File: config.mk
export PLATFORM = sky130hd
export DESIGN_NAME = mv_pattern_box
export DESIGN_NICKNAME = d
export VERILOG_FILES = /design/src/rtl/mv_pattern_box_pkg.sv /design/src/rtl/mv_pattern_box_motion.sv /design/src/rtl/mv_pattern_box.sv
export SDC_FILE = /design/constraint.sdc
export NUM_CORES = 1
export LEC_CHECK = 0
export CORE_MARGIN = 5
export CORE_UTILIZATION = 45
export DETAILED_ROUTE_END_ITERATION = 6
export HOLD_SLACK_MARGIN = 0.06
export PLACE_DENSITY_LB_ADDON = 0.05
export SKIP_CTS_REPAIR_TIMING = 1
export SYNTH_ARGS = -nofsm -noshare
export SYNTH_HDL_FRONTEND = slang
export SYNTH_SLANG_ARGS = --single-unit
File: constraint.sdc
create_clock -name clk -period 7.6 [get_ports clk]
set_clock_uncertainty 0.15 [all_clocks]
set_input_delay 0.76 -clock clk [delete_from_list [all_inputs] [get_ports clk]]
set_output_delay 0.76 -clock clk [all_outputs]
set_load 0.05 [all_outputs]
File: src/rtl/mv_pattern_box_pkg.sv
`default_nettype none
// ============================================================================
// Module      : mv_pattern_box_pkg
// Description : Shared definitions for the HDMI bring-up pattern overlay.
//               Holds the overlay mode encodings, the white pixel constant,
//               the coordinate width and the per-axis bounce helper.
// Revision    : 1.0 - initial release
// ============================================================================
package mv_pattern_box_pkg;

    // Coordinate width of the incoming x/y counters.
    localparam int c_COORD_W = 12;
    // One extra bit so that position + size + step can never wrap.
    localparam int c_POS_W   = c_COORD_W + 1;

    // Overlay mode encodings: bit0 enables the grid, bit1 enables the box.
    localparam logic [1:0] c_MODE_PASS = 2'd0;
    localparam logic [1:0] c_MODE_GRID = 2'd1;
    localparam logic [1:0] c_MODE_BOX  = 2'd2;
    localparam logic [1:0] c_MODE_BOTH = 2'd3;

    // All-ones pixel; consumers slice the low DW bits (DW up to 64).
    localparam logic [63:0] c_WHITE = '1;

    // Position and travel direction of the box along one axis.
    typedef struct packed {
        logic [c_COORD_W-1:0] pos;
        logic                 fwd;   // 1 = right/down, 0 = left/up
    } axis_t;

    // One frame of bounce motion along one axis. A box that would overshoot
    // the far edge is clamped there and turned around; landing exactly on an
    // edge keeps the direction, so the turn happens on the following frame.
    function automatic axis_t bounce(
        input logic [c_COORD_W-1:0] pos,
        input logic                 fwd,
        input logic [3:0]           step,
        input logic [c_POS_W-1:0]   limit,
        input logic [c_POS_W-1:0]   size
    );
        axis_t              r;
        logic [c_POS_W-1:0] p;
        logic [c_POS_W-1:0] s;
        p     = {1'b0, pos};
        s     = {{(c_POS_W-4){1'b0}}, step};
        r.pos = pos;
        r.fwd = fwd;
        if (fwd) begin
            if (p + size - c_POS_W'(1) + s > limit) begin
                r.pos = c_COORD_W'(limit - size + c_POS_W'(1));
                r.fwd = 1'b0;
            end else begin
                r.pos = c_COORD_W'(p + s);
            end
        end else begin
            if (p <= s) begin
                r.pos = c_COORD_W'(1);
                r.fwd = 1'b1;
            end else begin
                r.pos = c_COORD_W'(p - s);
            end
        end
        return r;
    endfunction

endpackage
`default_nettype wire

File: src/rtl/mv_pattern_box_motion.sv
`default_nettype none
// ============================================================================
// Module      : mv_box_motion
// Description : Per-frame position and direction of the bouncing box.
//               Moves the box once per frame on vs_edge using the step value
//               presented with that edge, and pulses frame_tick.
// Ports       : clk, rst_n      - pixel clock, async active-low reset
//               vs_edge         - one-cycle frame-start strobe
//               step[3:0]       - pixels per frame on each axis (0 = frozen)
//               bx, by [11:0]   - top-left corner of the box, 1-based
//               frame_tick      - one-cycle pulse on each frame update
// Revision    : 1.0 - initial release
// ============================================================================
module mv_box_motion
    import mv_pattern_box_pkg::*;
#(
    parameter int H_ACTIVE = 1920,
    parameter int V_ACTIVE = 1080,
    parameter int BOX_SIZE = 64
) (
    input  logic                 clk,
    input  logic                 rst_n,
    input  logic                 vs_edge,
    input  logic [3:0]           step,
    output logic [c_COORD_W-1:0] bx,
    output logic [c_COORD_W-1:0] by,
    output logic                 frame_tick
);

    localparam logic [c_POS_W-1:0] c_H_LIM = c_POS_W'(H_ACTIVE);
    localparam logic [c_POS_W-1:0] c_V_LIM = c_POS_W'(V_ACTIVE);
    localparam logic [c_POS_W-1:0] c_BOX   = c_POS_W'(BOX_SIZE);

    logic  r_right;
    logic  r_down;
    axis_t w_h_next;
    axis_t w_v_next;

    // The step seen on the edge is the value latched for this frame, so it is
    // consumed directly rather than through a separate holding register.
    assign w_h_next = bounce(bx, r_right, step, c_H_LIM, c_BOX);
    assign w_v_next = bounce(by, r_down,  step, c_V_LIM, c_BOX);

    always_ff @(posedge clk or negedge rst_n) begin
        if (!rst_n) begin
            bx         <= c_COORD_W'(1);
            by         <= c_COORD_W'(1);
            r_right    <= 1'b1;
            r_down     <= 1'b1;
            frame_tick <= 1'b0;
        end else begin
            frame_tick <= vs_edge;
            if (vs_edge) begin
                bx      <= w_h_next.pos;
                r_right <= w_h_next.fwd;
                by      <= w_v_next.pos;
                r_down  <= w_v_next.fwd;
            end
        end
    end

endmodule
`default_nettype wire

File: src/rtl/mv_pattern_box.sv
`default_nettype none
// ============================================================================
// Module      : mv_pattern_box
// Description : Test-pattern overlay for HDMI bring-up. Draws a coordinate
//               grid and/or a bouncing solid box over the incoming video.
//               Two-stage pipeline: stage 1 classifies the pixel, stage 2
//               selects the output. Mode and box position change only at the
//               vs rising edge so a frame never tears.
// Ports       : clk, rst_n             - pixel clock, async active-low reset
//               i_hs, i_vs, i_de       - input timing (vs active high)
//               i_data[DW-1:0]         - input pixel
//               x, y [11:0]            - 1-based active pixel coordinates
//               mode[1:0]              - 0 pass, 1 grid, 2 box, 3 grid+box
//               step[3:0]              - box motion per frame
//               box_color[DW-1:0]      - box fill colour
//               o_hs, o_vs, o_de       - timing delayed by 2 clocks
//               o_data[DW-1:0]         - overlaid pixel, delayed by 2 clocks
//               frame_tick             - one-cycle pulse per frame update
// Revision    : 1.0 - initial release
// ============================================================================
module mv_pattern_box
    import mv_pattern_box_pkg::*;
#(
    parameter int BITS_PER_CHANNEL   = 8,
    parameter int CHANNELS_PER_PIXEL = 3,
    parameter int H_ACTIVE           = 1920,
    parameter int V_ACTIVE           = 1080,
    parameter int BOX_SIZE           = 64,
    parameter int GRID_SHIFT         = 6
) (
    input  logic                                         clk,
    input  logic                                         rst_n,
    input  logic                                         i_hs,
    input  logic                                         i_vs,
    input  logic                                         i_de,
    input  logic [BITS_PER_CHANNEL*CHANNELS_PER_PIXEL-1:0] i_data,
    input  logic [c_COORD_W-1:0]                         x,
    input  logic [c_COORD_W-1:0]                         y,
    input  logic [1:0]                                   mode,
    input  logic [3:0]                                   step,
    input  logic [BITS_PER_CHANNEL*CHANNELS_PER_PIXEL-1:0] box_color,
    output logic                                         o_hs,
    output logic                                         o_vs,
    output logic                                         o_de,
    output logic [BITS_PER_CHANNEL*CHANNELS_PER_PIXEL-1:0] o_data,
    output logic                                         frame_tick
);

    localparam int DW = BITS_PER_CHANNEL * CHANNELS_PER_PIXEL;

    localparam logic [c_POS_W-1:0]   c_BOX_M1    = c_POS_W'(BOX_SIZE - 1);
    localparam logic [c_COORD_W-1:0] c_GRID_MASK = c_COORD_W'((1 << GRID_SHIFT) - 1);
    localparam logic [c_COORD_W-1:0] c_H_LAST    = c_COORD_W'(H_ACTIVE);
    localparam logic [c_COORD_W-1:0] c_V_LAST    = c_COORD_W'(V_ACTIVE);

    // ------------------------------------------------------------------
    // Frame-start detection and per-frame latches
    // ------------------------------------------------------------------
    logic       r_vs_d;
    logic       w_vs_edge;
    logic [1:0] r_mode;

    // r_vs_d resets low, so vs held high through reset release still
    // registers as a frame start on the first clock.
    assign w_vs_edge = i_vs & ~r_vs_d;

    always_ff @(posedge clk or negedge rst_n) begin
        if (!rst_n) begin
            r_vs_d <= 1'b0;
            r_mode <= c_MODE_PASS;
        end else begin
            r_vs_d <= i_vs;
            if (w_vs_edge) begin
                r_mode <= mode;
            end
        end
    end

    logic [c_COORD_W-1:0] w_bx;
    logic [c_COORD_W-1:0] w_by;

    mv_box_motion #(
        .H_ACTIVE (H_ACTIVE),
        .V_ACTIVE (V_ACTIVE),
        .BOX_SIZE (BOX_SIZE)
    ) u_motion (
        .clk        (clk),
        .rst_n      (rst_n),
        .vs_edge    (w_vs_edge),
        .step       (step),
        .bx         (w_bx),
        .by         (w_by),
        .frame_tick (frame_tick)
    );

    // ------------------------------------------------------------------
    // Stage 1: classify the pixel
    // ------------------------------------------------------------------
    logic [c_POS_W-1:0]   w_x13;
    logic [c_POS_W-1:0]   w_y13;
    logic [c_POS_W-1:0]   w_bx13;
    logic [c_POS_W-1:0]   w_by13;
    logic [c_COORD_W-1:0] w_xm1;
    logic [c_COORD_W-1:0] w_ym1;
    logic                 w_in_box;
    logic                 w_on_grid;

    assign w_x13  = {1'b0, x};
    assign w_y13  = {1'b0, y};
    assign w_bx13 = {1'b0, w_bx};
    assign w_by13 = {1'b0, w_by};

    assign w_in_box = (w_x13 >= w_bx13) && (w_x13 <= w_bx13 + c_BOX_M1) &&
                      (w_y13 >= w_by13) && (w_y13 <= w_by13 + c_BOX_M1);

    // Grid lines fall on 1-based coordinates 1, 1+pitch, ... plus the last
    // column and row so the frame border is always closed.
    assign w_xm1     = x - c_COORD_W'(1);
    assign w_ym1     = y - c_COORD_W'(1);
    assign w_on_grid = ((w_xm1 & c_GRID_MASK) == '0) ||
                       ((w_ym1 & c_GRID_MASK) == '0) ||
                       (x == c_H_LAST) || (y == c_V_LAST);

    logic          r1_hs;
    logic          r1_vs;
    logic          r1_de;
    logic [DW-1:0] r1_data;
    logic          r1_in_box;
    logic          r1_on_grid;

    always_ff @(posedge clk or negedge rst_n) begin
        if (!rst_n) begin
            r1_hs      <= 1'b0;
            r1_vs      <= 1'b0;
            r1_de      <= 1'b0;
            r1_data    <= '0;
            r1_in_box  <= 1'b0;
            r1_on_grid <= 1'b0;
        end else begin
            r1_hs      <= i_hs;
            r1_vs      <= i_vs;
            r1_de      <= i_de;
            r1_data    <= i_data;
            r1_in_box  <= w_in_box;
            r1_on_grid <= w_on_grid;
        end
    end

    // ------------------------------------------------------------------
    // Stage 2: output select (blanking passes through untouched)
    // ------------------------------------------------------------------
    logic          w_box_en;
    logic          w_grid_en;
    logic [DW-1:0] w_pix;

    assign w_box_en  = (r_mode & c_MODE_BOX)  != c_MODE_PASS;
    assign w_grid_en = (r_mode & c_MODE_GRID) != c_MODE_PASS;

    always_comb begin
        w_pix = r1_data;
        if (!r1_de) begin
            w_pix = r1_data;
        end else if (r1_in_box && w_box_en) begin
            w_pix = box_color;
        end else if (r1_on_grid && w_grid_en) begin
            w_pix = c_WHITE[DW-1:0];
        end
    end

    always_ff @(posedge clk or negedge rst_n) begin
        if (!rst_n) begin
            o_hs   <= 1'b0;
            o_vs   <= 1'b0;
            o_de   <= 1'b0;
            o_data <= '0;
        end else begin
            o_hs   <= r1_hs;
            o_vs   <= r1_vs;
            o_de   <= r1_de;
            o_data <= w_pix;
        end
    end

endmodule
`default_nettype wire

## After elaboration in Yosys (flattened, before gate mapping)

Cells that the tools add are included.

- Output and inout bits: 28
- Logic and storage cells: 65
- ROM bits: 0
- Latch bits: 0
- Memory bits (writable): 0
- Flip-flop bits (word level): 85
- Memories kept: 0
- Bits of input ports: 83

- Mux-type cells: 13
- Order comparisons: 8
- Divide/modulo/power cells: 0
- Eq/ne operators: 2
- $mul: 0
- Bitwise gates (word level): 2
- Reductions and logical operators: 10
- Add/sub/neg operators: 14
- Shift-type cells: 0

Operators with widths:

| operator | count |
|---|---|
| $mux 24 | 3 |
| $mux 12 | 4 |
| $add 12x6->13 const B | 2 |
| $add 12x7->13 const B | 2 |
| $add 13x4->13 | 2 |
| $gt 13x11->1 const B | 2 |
| $le 12x13->1 | 2 |
| $mux 13 | 2 |
| $sub 13x1->13 const B | 2 |
| $add 12x4->12 | 2 |
| $eq 12x11->1 const B | 2 |
| $ge 12x12->1 | 2 |
| $le 12x4->1 | 2 |
| $logic_not 12->1 | 2 |
| $sub 12x4->12 | 2 |
| $sub 6x1->6 const B | 2 |
| $logic_and 1x1->1 | 5 |
| $mux 1 | 4 |
| $logic_or 1x1->1 | 3 |
| $and 1x1->1 | 1 |
| $not 1->1 | 1 |

## Depth between registers and ports, before layout

- Word-level depth: 6
- Gate-level depth with buffers: 15
- Mapped depth without buffers: 14

## Modules after synthesis

Synthesis repeated with hierarchy kept, for this count alone.

- Cell total of the unflattened synthesis: 728
- Area total of the unflattened synthesis: 6784.0 um^2

By module, submodules not included:

| module | cells each | times used | area each (um^2) |
|---|---|---|---|
| mv_box_motion | 434 | 1 | 3525.9 |
| mv_pattern_box | 294 | 1 | 3258.1 |

## Least setup slack after synthesis

Ideal clock, no wire load.

- Kind: in2reg
- From: in step[1]
- To: reg u_motion.bx[7]
- Stages on the path: 15
- Arrival: 3487 ps
- Slack: 3827 ps
- Data required time: 7313 ps
- Path buffers: 2
- Cell sequence: inv_1 -> ha_1 -> inv_1 -> ha_1 -> fa_1 -> a21oi_1 -> o21ai_0 -> a21o_1 -> a211o_1 -> o311ai_0 -> a21oi_1 -> buf_2 -> buf_2 -> a311oi_1 -> a21oi_1

- Cells in the longest elaborated chain, start to end: 4
- Elaborated cells on any way between the ends: 8

RTL lines:

| what | line | RTL |
|---|---|---|
| from (decl) | mv_pattern_box.sv:40 | `input logic [3:0] step,` |
| $add 13x4->13 | mv_pattern_box_pkg.sv:49 | `if (p + size - c_POS_W'(1) + s > limit) begin` |
| $gt 13x11->1 | mv_pattern_box_pkg.sv:49 |  |
| $mux 12 | mv_pattern_box_pkg.sv:49 |  |
| $mux 13 * | mv_pattern_box_pkg.sv:48 | `if (fwd) begin` |
| to (signal assigned) | mv_pattern_box_motion.sv:46 | `bx <= c_COORD_W'(1);` |
| to (signal assigned) | mv_pattern_box_motion.sv:54 | `bx <= w_h_next.pos;` |
| to (decl) | mv_pattern_box_motion.sv:25 | `output logic [c_COORD_W-1:0] bx,` |

Mark *: on every way between the ends. The rest lies on a longest branch, timed or not.
A chain may end at the register's enable or synchronous reset.

## Final worst setup path

- From: in step[1]
- To: reg u_motion.bx[2]

Same word-level chain as after synthesis.

==> out/summary.log <==
INFO  status         status=finished clean
INFO  detailed_routing drcViolationCount=0
INFO  detailed_routing antenna_left=0
INFO  cells_and_area syn_to_final_growth=23.7%
INFO  floorplanning  die_w=131um
INFO  clock_network  cts_made_buffers=9
INFO  cells_and_area final.fill_count=1273
INFO  synth          synth_simple_gate_area_share=13.2%
INFO  detailed_routing detailedRoute.firstPassIterationCount=6
INFO  floorplanning  chipHeight=131um
INFO  placement      io_buffer_count=110
INFO  cells_and_area drive_above_1_share=4.79%
INFO  detailed_routing dr_vias_cell=5.80
INFO  placement      dp_cells=962
INFO  critical_path  setup.worst_path.start_class=input port
INFO  sta            timing_limited_maximum_frequency=0.207GHz
INFO  floorplanning  coreArea=0.0144mm^2
INFO  synth          dominant_combinational_cell_family_by_area_after_synthesis=compound AO/OA/AOI/OAI gates
INFO  synth          synth_edf_count=0
INFO  clock_network  clock_tree.root_cell=clkbuf_16
INFO  power          power-per-cell-area=341mW/mm^2
INFO  synth          ys_ff_latch=85
INFO  synth          yosys.area_share.adder=19.9%
INFO  critical_path  critPathArrivalTime=4.91ns
INFO  clock_network  worst_skew_pair.late_latency=0.35ns
INFO  flow_run       timing.max_cap.violations=0
INFO  sta            final_max_slew_viol_count=0
INFO  synth          syn-cell-area=0.00654mm^2
INFO  sta            fin_crit_sh=63.7%
INFO  sta            slew-limit-headroom=27.6%
INFO  synth          syn-instance-count=694
INFO  clock_network  cts_buffer_depth=2
INFO  global_route   grt_first_pass_wirelength=28900um
INFO  clock_network  cts_max_level=3
INFO  critical_path  critical_path_class=in2reg
INFO  critical_path  timing.critical_path.cells=clkdlybuf4s50_1 > inv_1 > ha_1 > inv_1 > ha_1 > fa_1 > a21oi_1 > o21ai_0 > a21o_1 > a31oi_1 > o21ai_0 > a21oi_1 > buf_4 > a2111oi_0 > a2111oi_0
INFO  sta            rsz0062_at_grt=false
INFO  synth          yosysSeqAreaShare=32.6%
INFO  synth          synth_top_area_share=31.0%
INFO  sta            timing.final.setup_violations=0
INFO  synth          synth_net_count=878
INFO  synth          yosys.area.top_type=dfrtp_1
INFO  synth          post_synth_main_area_contributors=dfrtp_1 31%, ha_1 18%, xnor2_1 4.7%
INFO  sta            finalCriticalPeriod=4.84ns
INFO  floorplanning  num_io_pins=111
INFO  synth          synth_xor_xnor_area_share=5.22%
INFO  synth          synth-main-ff-cell=dfrtp_1
INFO  clock_network  clkSlewWorstSetupHoldPaths=0.07ns
INFO  synth          synth_warnings=0
INFO  critical_path  cp_buf_inv_count=4
INFO  placement      gpl.final_weighted_congestion=0.896
INFO  floorplanning  die-area=0.0170mm^2
INFO  clock_network  tritoncts_clock_tree=done
INFO  cells_and_area post_layout_nonfiller_instances=978
INFO  placement      place_hpwl=13800um
INFO  synth          synth_top_cells_by_count=96 x ha_1, 81 x dfrtp_1, 52 x nor2_1, 48 x inv_1, 46 x a21oi_1
INFO  cells_and_area fin_area=0.00809mm^2
INFO  critical_path  cp_slowest_stage_delay=0.61ns
INFO  detailed_routing totalWireLength=18100um
INFO  synth          synth_compound_area_share=23.3%
INFO  sta            tightest_slew=1.08ns
INFO  global_route   grt_max_degree=65
INFO  critical_path  cpLargestDelayFamily=compound AO/OA/AOI/OAI gates
INFO  floorplanning  initial_core_utilization=45.5%
INFO  cells_and_area n_antenna_cell=0
INFO  detailed_routing routedWlPerCell=18.5um
INFO  synth          async_set_or_reset_register_ratio_after_synthesis=100%
INFO  critical_path  cp_slowest_cell=clkdlybuf4s50_1
INFO  detailed_routing vias=5670
INFO  sta            final-hold-violation-count=0
INFO  detailed_routing initialDrtViolationCount=442
INFO  global_route   leftover_overflow_at_the_end_of_global_routing=0
INFO  critical_path  crit_path_end_kind=flip-flop
INFO  power          static-leakage-power=3.43nW
INFO  global_route   overall_global_routing_resource_usage=21.2%
INFO  synth          synth.area.mux_share=0.670%
INFO  critical_path  critPathRequiredTime=7.67ns
INFO  critical_path  timing.critical_path.fanout_max=14
INFO  floorplanning  fp-row-count=44
INFO  clock_network  cts.sink_count=85
INFO  sta            finalHoldWorstSlack=0.166ns
INFO  synth          yosys.cell_types.count=71
INFO  global_route   via_count_of_the_first_global_routing_pass=5551
INFO  cells_and_area num-nets-final=973
INFO  global_route   antenna_found_initial=0
INFO  power          irDropWorstVdd=174uV
INFO  placement      post_dp_cell_area=0.00776mm^2
INFO  min_path       hold_path.class=in2async
INFO  sta            final.setup.tns=0ns
INFO  synth          synth.most_common_cell=ha_1
INFO  synth          synth.avg_cell_area=9.42um^2
cells by family after synthesis:
family,Yosys count
adder cells (fa/ha/maj),101
XOR/XNOR,39
AND/OR/NAND/NOR,168
multiplexers,3
AO/OA/AOI/OAI,218
buffers and inverters,80
flip-flops,85
metal layers:
layer	vias to the layer above	wire, um	track usage [%]
li1	2744	-	-
met1	2698	8700	30.9
met2	212	7820	32.7
met3	16	1360	3.05
met4	0	252	6.29
met5	-	0	0
cell usage in the layout (no fill, tap or decap), types with 4 or more instances in the layout:
cell type	count
a211o_1	4
nor4_1	8
nor3_1	11
o21a_1	13
a21o_1	9
a22oi_1	6
and2_1	4
o211ai_1	13
xor2_1	4
o21ai_0	30
nor2b_1	9
a21oi_1	46
a211oi_1	8
a2111oi_0	5
o22a_1	28
buf_4	5
ha_1	96
a21boi_0	4
nor3b_1	4
nand4_1	12
fa_1	5
clkbuf_16	9
nor2_1	52
dfstp_2	4
a31oi_1	11
or4_1	4
nand3_1	15
o21bai_1	5
nand2_1	25
inv_1	48
clkdlybuf4s50_1	109
nor4b_1	4
nand2b_1	6
dfrtp_1	81
xnor2_1	35
layout make-up:
type                    instances  area, um^2  share of cell area [%]
repair buffers                114        1130                    13.9
multi-input cells             529        4080                    50.4
inverters                      50         188                    2.32
clock buffers                  10         239                    2.95
well taps                     184         230                    2.85
flip-flops and latches         85        2130                    26.3
clock inverters                 6        93.8                    1.16
state kept, by name, indices dropped and copies added (netlist names), 2 cells and up:
register and flops:
r_mode 2, u_motion.by 12, r1_data 24, o_data 24
u_motion.bx 12
final timing paths:
| kind | start | to | slack (ns) | cells past startpoint |
|---|---|---|---|---|
| min reg2reg | r1_hs | o_hs | 0.20 | 0 |
| max reg2reg | u_motion.bx[1] | u_motion.bx[2] | 3.38 | 14 |
| min in group clk | r1_hs | o_hs | 0.20 | 0 |
| max in group asynchronous | rst_n | o_data[19] | 6.03 | 2 |
| max | step[1] | u_motion.bx[2] | 2.76 | 15 |
| min | rst_n | r1_data[17] | 0.17 | 1 |
per-stage QoR:
| step | power (mW) | utilization [%] | setup WS, ns |
|---|---|---|---|
| floorplan | 1.84 | - | 3.83 |
| finish | 2.76 | 56.3 | 2.76 |
| detailed placement | 2.24 | 54.0 | 2.51 |
| CTS | 2.76 | 56.3 | 2.83 |
| global route | 2.99 | 56.3 | 2.26 |
| global placement | 2.21 | 54.0 | 2.68 |
where the power goes:
part / total [mW] / switching (mW) / internal, mW
Clock: 0.497 / 0.197 / 0.300
Sequential: 0.661 / 0.132 / 0.530
Combinational: 1.60 / 0.914 / 0.683
Total: 2.76 / 1.24 / 1.51
Note: power is estimated with default switching activity, not from simulation.
